`config.mk`:
```
export PLATFORM = sky130hd
export DESIGN_NAME = instr_loader
export DESIGN_NICKNAME = d
export VERILOG_FILES = /design/src/rtl/instr_loader.sv
export SDC_FILE = /design/constraint.sdc
export NUM_CORES = 1
export LEC_CHECK = 0
export ABC_AREA = 0
export CAP_MARGIN = 20
export CORE_MARGIN = 2
export CORE_UTILIZATION = 54
export DETAILED_ROUTE_END_ITERATION = 8
export GPL_TIMING_DRIVEN = 0
export PLACE_DENSITY = 0.95
export SETUP_SLACK_MARGIN = 0.02
export SLEW_MARGIN = 20
export SYNTH_ARGS = -nofsm -noshare
export SYNTH_HDL_FRONTEND = slang
export SYNTH_SLANG_ARGS = --single-unit
```
`constraint.sdc`:
```
create_clock -name clk -period 3.75 [get_ports clk]
set_clock_uncertainty 0.15 [all_clocks]
set_input_delay 0.5625 -clock clk [delete_from_list [all_inputs] [get_ports clk]]
set_output_delay 0.5625 -clock clk [all_outputs]
set_load 0.01 [all_outputs]
```
`src/rtl/instr_loader.sv`:
```
// instr_loader: packs a byte stream into 16-bit instruction writes, then releases the core into run.
// Optional INSTR_LOADER_CHECKSUM_EN adds a trailing XOR checksum byte after the end marker.
module instr_loader #(
   parameter int          ADDR_W   = 8,
   parameter int          DEPTH    = 256,
   parameter logic [15:0] END_WORD = 16'hFFFF
) (
   input  logic              clk,
   input  logic              rst_n,
   input  logic              soft_clr,
   input  logic [7:0]        in_data,
   input  logic              in_valid,
   output logic              in_ready,
   output logic [1:0]        valid,
   output logic [15:0]       instruction,
   output logic [ADDR_W-1:0] instruction_address,
   output logic [ADDR_W:0]   word_count,
   output logic              error
);

   typedef enum logic [2:0] {
      S_HI,
      S_LO,
      S_WRITE,
      S_RUN,
`ifdef INSTR_LOADER_CHECKSUM_EN
      S_CHK,
`endif
      S_ERR
   } state_t;

   localparam logic [ADDR_W:0] FULL_CNT = (ADDR_W+1)'(DEPTH);

   state_t      state;
   state_t      state_nx;
   logic        live;
   logic [7:0]  hi_byte;
   logic [15:0] w_in;
   logic        take;
   logic        full;
   logic        is_end;

`ifdef INSTR_LOADER_CHECKSUM_EN
   logic [7:0]  csum;
`endif

   // live keeps in_ready low for the first cycle after any clear
   always_comb begin
      in_ready = 1'b0;
      if (live) begin
         unique case (state)
            S_HI:    in_ready = 1'b1;
            S_LO:    in_ready = 1'b1;
`ifdef INSTR_LOADER_CHECKSUM_EN
            S_CHK:   in_ready = 1'b1;
`endif
            default: in_ready = 1'b0;
         endcase
      end
   end

   assign take   = in_valid && in_ready;
   assign w_in   = {hi_byte, in_data};
   assign full   = (word_count == FULL_CNT);
   assign is_end = (w_in == END_WORD);
   assign error  = (state == S_ERR);

   always_comb begin
      state_nx = state;
      valid    = 2'b00;
      unique case (state)
         S_HI: begin
            if (take) state_nx = S_LO;
         end
         S_LO: begin
            if (take) begin
               if (is_end) begin
`ifdef INSTR_LOADER_CHECKSUM_EN
                  state_nx = S_CHK;
`else
                  state_nx = S_RUN;
`endif
               end else if (full) begin
                  state_nx = S_ERR;
               end else begin
                  state_nx = S_WRITE;
               end
            end
         end
         S_WRITE: begin
            valid    = 2'b01;
            state_nx = S_HI;
         end
         S_RUN: begin
            valid = 2'b11;
         end
`ifdef INSTR_LOADER_CHECKSUM_EN
         S_CHK: begin
            if (take) state_nx = (in_data == csum) ? S_RUN : S_ERR;
         end
`endif
         S_ERR: begin
            state_nx = S_ERR;
         end
         default: state_nx = S_HI;
      endcase
   end

   always_ff @(posedge clk or negedge rst_n) begin
      if (!rst_n) begin
         state               <= S_HI;
         live                <= 1'b0;
         hi_byte             <= '0;
         instruction         <= '0;
         instruction_address <= '0;
         word_count          <= '0;
      end else if (soft_clr) begin
         state               <= S_HI;
         live                <= 1'b0;
         hi_byte             <= '0;
         instruction         <= '0;
         instruction_address <= '0;
         word_count          <= '0;
      end else begin
         state <= state_nx;
         live  <= 1'b1;
         if (take && state == S_HI) hi_byte <= in_data;
         // output regs load only for a real write, so they hold otherwise
         if (take && state == S_LO && !is_end && !full) begin
            instruction         <= w_in;
            instruction_address <= word_count[ADDR_W-1:0];
         end
         if (state == S_WRITE) word_count <= word_count + 1'b1;
      end
   end

`ifdef INSTR_LOADER_CHECKSUM_EN
   always_ff @(posedge clk or negedge rst_n) begin
      if (!rst_n) begin
         csum <= '0;
      end else if (soft_clr) begin
         csum <= '0;
      end else if (take && state != S_CHK) begin
         csum <= csum ^ in_data;
      end
   end
`endif

endmodule

```
# Yosys cells after proc, flatten, opt, wreduce, memory -nomap -nowiden
# Cells that the tools add are included.
dict set report classes {
  n_addsub 1
  eq_ne 9
  mux 18
  reduce_logical 13
}
# op count
set ops {}
lappend ops {{two-way mux 16 bit} 2}
lappend ops {{two-way mux 8 bit} 4}
lappend ops {{two-way mux 9 bit} 2}
lappend ops {{== test 16 bit, second input constant} 1}
lappend ops {{two-way mux 3 bit} 5}
lappend ops {{one-hot mux 3 bit (4 select lines)} 1}
lappend ops {{adder 9 x 1 -> 9 bit, second input constant} 1}
lappend ops {{== test 9 bit, second input constant} 1}
lappend ops {{== test 3 x 2 -> 1 bit, second input constant} 2}
lappend ops {{inequality test 3 bit, second input constant} 2}
lappend ops {{nonzero test 2 bit} 3}
lappend ops {{logical AND 1 bit} 5}
lappend ops {{one-hot mux 2 bit (2 select lines)} 1}
lappend ops {{== test 3 x 1 -> 1 bit, second input constant} 1}
lappend ops {{== test 3 bit, second input constant} 1}
lappend ops {{logical NOT 3 bit} 1}
lappend ops {{two-way mux 1 bit} 3}
lappend ops {{AND reduction 3 bit} 1}
lappend ops {{logical NOT 1 bit} 2}
lappend ops {{inequality test 2 bit, second input constant} 1}
lappend ops {{OR reduction 2 bit} 1}
dict set report totals {
  register_bits 45
  input_bits 12
  out_inout_bits 37
  wordCells 47
}

# Depth between registers and ports, before layout
# Gate-level depths: netlist of the first run.
dict set report logic_depth {
  depth_word 10
  depth_mapped 7
  mapped_depth_nobuf 5
}

# Least setup slack after synthesis of the first run
# Ideal clock, no wire load.
dict set report synth_timing {
  path_type {input to register}
  startpoint {in in_data[3]}
  endpoint {reg instruction[0]}
  setup_ns 0.124
  arrival_ns 1.523
  t_required_ns 3.476
  setup_slack_ns 1.953
  cell_stages 6
  path_buffers 2
  path_cell_list {nand4_1 nor4_4 nor3b_1 buf_6 buf_6 mux2i_1}
}
dict set report synth_via {
  elab_chain_len 5
}
# item line
set synth_lines {}
lappend synth_lines {{start: declaration} 11} ;# input logic [7:0] in_data,
lappend synth_lines {{== test 16 bit} 65} ;# assign is_end = (w_in == END_WORD);
lappend synth_lines {{logical NOT 1 bit} 129} ;# if (take && state == S_LO && !is_end && !full) begin
lappend synth_lines {{logical AND 1 bit (2 in series)} 129}
lappend synth_lines {{nonzero test 2 bit (no source line)} n/a}
lappend synth_lines {{end signal: assignment} 130} ;# instruction <= w_in;
lappend synth_lines {{end: declaration} 15} ;# output logic [15:0] instruction,
# No other way between the ends.
# A chain may end at the register's enable or synchronous reset.

# Worst setup path after layout of the first run
dict set report layout_timing {
  startpoint {reg state[1]}
  endpoint {out valid[1]}
}
dict set report layout_via {
  elab_chain_len 2
  elab_cells_between_ends 3
  cone_classes {eq/ne: 2; mux: 1}
}
# item line
set layout_lines {}
lappend layout_lines {{start: declaration} 34} ;# state_t state;
lappend layout_lines {{start signal: assignment} 125} ;# state <= state_nx;
lappend layout_lines {{== test 3 x 2 -> 1 bit} 71} ;# unique case (state)
lappend layout_lines {{one-hot mux 2 bit (2 select lines) *} 71}
lappend layout_lines {{end: declaration} 14} ;# output logic [1:0] valid,
# Every way passes the cells marked *; elsewhere a longest branch is shown, timed or not.

==> results by group, run 1 <==
Synthesis
  • Mapped Avg Cell Area: 10.1 µm²
  • Seq cells post-synth: 45
  • Share of the yosys chip area belonging to registers: 52.1%
  • Post-synthesis net count: 227
  • Top-area cell type share of the netlist area: 52.1%
  • Cells after synthesis: 213
  • Synth area leader: dfrtp_1
  • Yosys cell types: 30
  • Mapped cell area: 0.00216 mm²
  • Largest cells by area after synthesis: dfrtp_1 (52%), mux2i_1 (15%), nand2_1 (9.6%)
  • Ys Warns: 0

STA
  • Period minus WS final: 2.45 ns
  • Max_slew headroom: 52.7%
  • Fin crit share: 65.3%
  • Hold WS: 0.385 ns
  • Fmax: 408 MHz
  • Fin. Hold Viols: 0
  • Unrepaired setup endpoints after global routing: false
  • Min setup slack post-route: 1.30 ns
  • Finish-stage setup viols: 0
  • Least-Margin Pin Slew: 0.704 ns
  • Fin Setup TNS: 0 ns
  • Final slew viol count: 0

Layout
  • Util after Layout: 76.0%
  • ANT cells: 0
  • Post-route cell area: 0.00285 mm²
  • Post-Layout Cell Count: 319
  • Final #Nets: 284
  • Ratio of cells with drive above 1 in the final layout: 7.38%
  • Commonest non-fill, non-tap cell in the layout: nand2_1
  • Most frequent cells in the layout: nand2_1 (55), clkdlybuf4s50_1 (47), dfrtp_1 (45), mux2i_1 (32), nor2_1 (20)
  • Area Growth Syn to Fin: 31.7%

Global route
  • Aggregate global-route resource usage: 25.4%
  • Pin count of the biggest net entering global routing: 35
  • First-pass GRT wire length: 8330 µm
  • Vias in the first global route: 1695
  • Total gr overflow: 0
  • Initial antenna violation count: 0

Pwr
  • Pwr/cell area: 340 mW/mm²
  • Final Power: 969 µW
  • Leak Pwr: 1.19 nW
  • Max IR drop VDD: 0.259 mV

Setup path
  • R2R setup slack: 1.77 ns
  • Worst Path Arrival: 1.74 ns
  • CP startpoint kind: flop
  • Critical path class: flop to output pin
  • Worst Setup End Kind: output pin
  • CP Data Required Time: 3.04 ns
  • CP max FO: 9

Floorplan
  • Core box area: 0.00374 mm²
  • Rows: 22
  • Die height: 67.3 µm
  • Die width: 67.3 µm
  • Die area: 0.00452 mm²
  • IO Count: 49
  • Starting Density: 57.7%

Placement
  • Hpwl dp: 3730 µm
  • Port bufs: 48
  • Post-DP Area: 0.00272 mm²
  • Inst Count DP: 310
  • Pre-CTS WS: 1.24 ns
  • GP Congestion: 0.826

Clock tree
  • CTS clock-pin slew for the worst setup and hold paths: 0.08 ns
  • Clock sinks: 45
  • Root buffer cell: clkbuf_8
  • Clock buffer count from CTS: 5
  • CTS tree: done
  • Clock latency on the worst-skew pair: 0.30 ns
  • Maximum clock insertion buffer count: 2
  • Post_cts resized: 0
  • Post-CTS setup buffers: 0
  • H-tree depth: 2

Routing
  • Routed Antenna Nets: 0
  • Final WL: 5080 µm
  • Wirelength per Cell: 15.9 µm
  • Initial DRC Count: 140
  • DRC viols: 0
  • Vias per inst: 5.45
  • Drt pass-1 iters: 4
  • Total number of vias: 1737

Job
  • Max Cap Violations: 0

Worst hold path
  • HP Class: flop to flop

Status
  • Outcome: finished, final reports clean
==> repair_timing <==
item                                    CTS  global route
endpoints found under the hold margin    11             0
endpoints found under the setup margin    0             0
hold buffers                              1             0
==> routing by layer <==
layer / part of all wire [%] / vias up / routed length, µm / global-route usage, %
li1: - / 828 / - / -
met1: 43 / 837 / 2170 / 33.9
met2: 50 / 64 / 2540 / 41.1
met5: 0 / - / 0 / 0
met3: 5.8 / 8 / 295 / 4.83
met4: 1.6 / 0 / 81 / 9.69
==> final cells by class <==
class	instances	area, µm²
inverters	3	11.3
fillers	286	897
clock buffers	6	82.6
multi-input cells	152	948
plain buffers	13	75.1
well taps	48	60.1
repair buffers	50	505
flip-flops and latches	45	1130
clock inverters	2	37.5
==> report_power, final <==
part	total (mW)	switching, mW	internal, mW
Sequential	0.499	0.00608	0.493
Clock	0.382	0.166	0.217
Combinational	0.0876	0.0505	0.0371
==> cell families (layout without fill, tap and decap cells) <==
family | Yosys count | count (layout) | synth area share, %
XOR/XNOR | 6 | 6 | 2.43
flip-flops | 45 | 45 | 52.1
AND/OR/NAND/NOR | 102 | 102 | 22.7
multiplexers | 32 | 32 | 14.8
buffers and inverters | 16 | 74 | 3.99
AO/OA/AOI/OAI | 10 | 10 | 2.78
adder cells (fa/ha/maj) | 2 | 2 | 1.16
==> registers in the layout (all words and copies together) (netlist names) <==
register	count
instruction	16
word_count	9
hi_byte	8
instruction_address	8
state	3
live	1
==> worst paths after layout <==
| kind | from | end | cells after the start |
|---|---|---|---|
| max in group asynchronous | rst_n | instruction_address[3]$_DFFE_PN0P_ | 3 |
| worst max register to register | state[1]$_DFFE_PN0P_ | instruction_address[6]$_DFFE_PN0P_ | 7 |
| worst min register to register | instruction[2]$_DFFE_PN0P_ | instruction[2]$_DFFE_PN0P_ | 2 |
| worst max-delay path | state[1]$_DFFE_PN0P_ | valid[1] | 4 |
| min in group asynchronous | rst_n | instruction[12]$_DFFE_PN0P_ | 2 |
| worst min-delay path | instruction[2]$_DFFE_PN0P_ | instruction[2]$_DFFE_PN0P_ | 2 |
==> Yosys cell counts <==
cell and n:
nand2_1 55, dfrtp_1 45, mux2i_1 32, nor2_1 20
nand4_1 8, clkbuf_1 6, xor2_1 5, a21oi_1 4
and2_1 3, buf_2 3, buf_6 3, nor3_1 3
nor3b_1 3, or3_1 3, ha_1 2, inv_1 2
nor4_4 2, o21ai_0 2, a21o_1 1, and3_1 1
and4bb_1 1, buf_1 1, inv_2 1, nand3_2 1
nor2b_1 1, nor4_1 1, o21a_1 1, o22ai_1 1
o2bb2ai_1 1, xnor2_1 1
==> critical path, cell delays in order, from the launching register on <==
cell	delay [ns]
dfrtp_1	0.32
buf_2	0.21
nor2b_1	0.19
and2_1	0.17
clkdlybuf4s50_1	0.54
No activity file was read; power rests on OpenSTA's default activity.
==> inputs of run 2 (changes only) <==
Settings changed: CORE_UTILIZATION 54 to 50, PLACE_DENSITY 0.95 to 0.92.
Clock period 3.75 ns to 2.3 ns, I/O delays scaled along.
==> run 2 against run 1 <==
Net effect:
- worst hold slack worse by 0.087 ns
- final cell count increased by 0.63%
- utilization down 6.9 points
- flip-flop and latch count is the same
- clock power increased by 27%
==> results by group, run 2 (synthesized netlist as in run 1, its figures left out) <==
Layout
  • Final #Nets: 284 (unchanged)
  • Post-route cell area: 0.00283 mm² (was 0.00285 mm²)
  • Biggest regs: instruction x16, word_count x9 (unchanged)
  • FILL cells: 325 (was 286)
  • Util after Layout: 69.1% (was 76.0%)
  • Seq. cell area: 0.00113 mm² (unchanged)
  • Largest register FFs: 16 (unchanged)
  • Most frequent cells in the layout: nand2_1 (55), clkdlybuf4s50_1 (47), dfrtp_1 (45), mux2i_1 (32), nor2_1 (19) (was nand2_1 (55), clkdlybuf4s50_1 (47), dfrtp_1 (45), mux2i_1 (32), nor2_1 (20))
  • ANT cells: 0 (unchanged)
  • Commonest non-fill, non-tap cell in the layout: nand2_1 (unchanged)
  • Biggest register: instruction (unchanged)
  • Area occupied by multi-input gates: 958 µm² (was 948 µm²)
  • Ratio of cells with drive above 1 in the final layout: 7.75% (was 7.38%)
  • Area Growth Syn to Fin: 30.7% (was 31.7%)

Setup path
  • CP max FO: 9 (unchanged)
  • Reg2reg path depth: 7 (unchanged)
  • CP Data Required Time: 1.80 ns (was 3.04 ns)
  • Critical Path Sink: valid[1] (unchanged)
  • Critical path class: flop to output pin (unchanged)
  • R2R setup slack: 0.30 ns (was 1.77 ns)
  • Reg2reg start: state[1]$_DFFE_PN0P_ (unchanged)
  • Crit path from: state[1]$_DFFE_PN0P_ (unchanged)
  • Worst Path Arrival: 1.71 ns (was 1.74 ns)
  • Worst Setup End Kind: output pin (unchanged)
  • Worst reg2reg path endpoint: instruction[10]$_DFFE_PN0P_ (was instruction_address[6]$_DFFE_PN0P_)
  • CP startpoint kind: flop (unchanged)

Status
  • Outcome: finished, final reports clean (unchanged)

STA
  • Max_slew headroom: 48.1% (was 52.7%)
  • Least-Margin Pin Slew: 0.773 ns (was 0.704 ns)
  • Fin Setup TNS: 0 ns (unchanged)
  • Fin. Hold Viols: 0 (unchanged)
  • Unrepaired setup endpoints after global routing: false (unchanged)
  • Final slew viol count: 0 (unchanged)
  • Finish-stage setup viols: 0 (unchanged)
  • Fmax: 453 MHz
  • Fin crit share: 96.0%
  • Period minus WS final: 2.21 ns
  • Hold WS: 0.298 ns (was 0.385 ns)

Routing
  • Routed Antenna Nets: 0 (unchanged)
  • Initial DRC Count: 145 (was 140)
  • Wirelength per Cell: 16.1 µm (was 15.9 µm)
  • Final WL: 5170 µm (was 5080 µm)
  • Total number of vias: 1742 (was 1737)
  • Drt pass-1 iters: 4 (unchanged)
  • Vias per inst: 5.43 (was 5.45)
  • DRC viols: 0 (unchanged)

Placement
  • Port bufs: 48 (unchanged)
  • Post-DP Area: 0.00272 mm² (about the same)
  • GP Congestion: 0.853 (was 0.826)
  • Hpwl dp: 3660 µm (was 3730 µm)

Global route
  • Pin count of the biggest net entering global routing: 35 (unchanged)
  • Initial antenna violation count: 0 (unchanged)
  • Total gr overflow: 0 (unchanged)
  • Aggregate global-route resource usage: 23.0% (was 25.4%)
  • First-pass GRT wire length: 8850 µm (was 8330 µm)
  • Vias in the first global route: 1679 (was 1695)

Clock tree
  • Post-CTS setup buffers: 0 (unchanged)
  • Root buffer cell: clkbuf_8 (unchanged)
  • Clock buffer count from CTS: 5 (unchanged)
  • Clock latency on the worst-skew pair: 0.31 ns (was 0.30 ns)
  • CTS clock-pin slew for the worst setup and hold paths: 0.09 ns (was 0.08 ns)
  • Clock sinks: 45 (unchanged)
  • Maximum clock insertion buffer count: 2 (unchanged)
  • H-tree depth: 2 (unchanged)
  • CTS tree: done (unchanged)

Pwr
  • Leak Pwr: 1.17 nW (was 1.19 nW)
  • Final Power: 1.44 mW (was 969 µW)
  • Max IR drop VDD: 0.297 mV (was 0.259 mV)
  • Pwr/cell area: 511 mW/mm² (was 340 mW/mm²)

Floorplan
  • Die area: 0.00486 mm² (was 0.00452 mm²)
  • Starting Density: 52.9% (was 57.7%)
  • Core box area: 0.00409 mm² (was 0.00374 mm²)
  • Rows: 23 (was 22)
  • Die height: 69.7 µm (was 67.3 µm)
  • Die width: 69.7 µm (was 67.3 µm)
  • IO Count: 49 (unchanged)

Job
  • Max Cap Violations: 0 (unchanged)

Worst hold path
  • HP Class: input pin to asynchronous set/reset pin (was flop to flop)
## run 2: how the worst min path moves through the flow
stage                               start                           to  slack (ns)
2_1_floorplan                       rst_n       hi_byte[0]$_DFFE_PN0P_       -0.10
3_3_place_gp   instruction[0]$_DFFE_PN0P_   instruction[0]$_DFFE_PN0P_        0.37
3_5_place_dp                        rst_n  instruction[11]$_DFFE_PN0P_         0.1
4_1_cts                             rst_n  instruction[11]$_DFFE_PN0P_        0.30
5_1_grt                             rst_n  instruction[14]$_DFFE_PN0P_        0.34
6_report                            rst_n  instruction[11]$_DFFE_PN0P_        0.30
## run 2: area by class of cell
type,count,area share (%)
Inverter,3,0.399
Clock buffer,7,2.70
Buffer,13,2.75
Clock inverter,1,0.266
Timing Repair Buffer,50,17.9
Multi-Input combinational cell,152,33.9
Tap cell,50,2.21
Sequential cell,45,39.9
## run 2: per-layer routing
metal  GRT usage, %  part of all wire, %  up-vias
li1               -                    -      823
met1           32.6                   44      858
met2           35.8                   49       54
met3           3.63                  5.2        7
met4           8.97                  1.6        0
met5              0                    0        -
## run 2: through the flow
| stage | instances | setup slack [ns] |
|---|---|---|
| after CTS | 321 | 0.0277 |
| after detailed placement | 312 | 0.0232 |
| after global placement | 311 | -0.392 |
| final | 321 | 0.0931 |
| after floorplan | 213 | 0.558 |
| after global routing | 321 | 0.0283 |
## run 2: worst max-delay path, stage by stage (launching register included)
cell and delay [ns]:
dfrtp_1 0.33, clkbuf_4 0.20, nor2b_2 0.18, and2_1 0.16
clkdlybuf4s50_1 0.54
## run 2: power by group
group          switching [mW]  total [mW]  internal, mW
Clock                   0.270       0.485         0.215
Combinational          0.0824       0.143        0.0608
Sequential             0.0106       0.814         0.803
Total                   0.363        1.44          1.08
## run 2: timing repair
action                                  CTS  global route
resized for setup                         0             4
endpoints found under the hold margin    11             0
endpoints found under the setup margin    0             3
hold buffers                              1             0
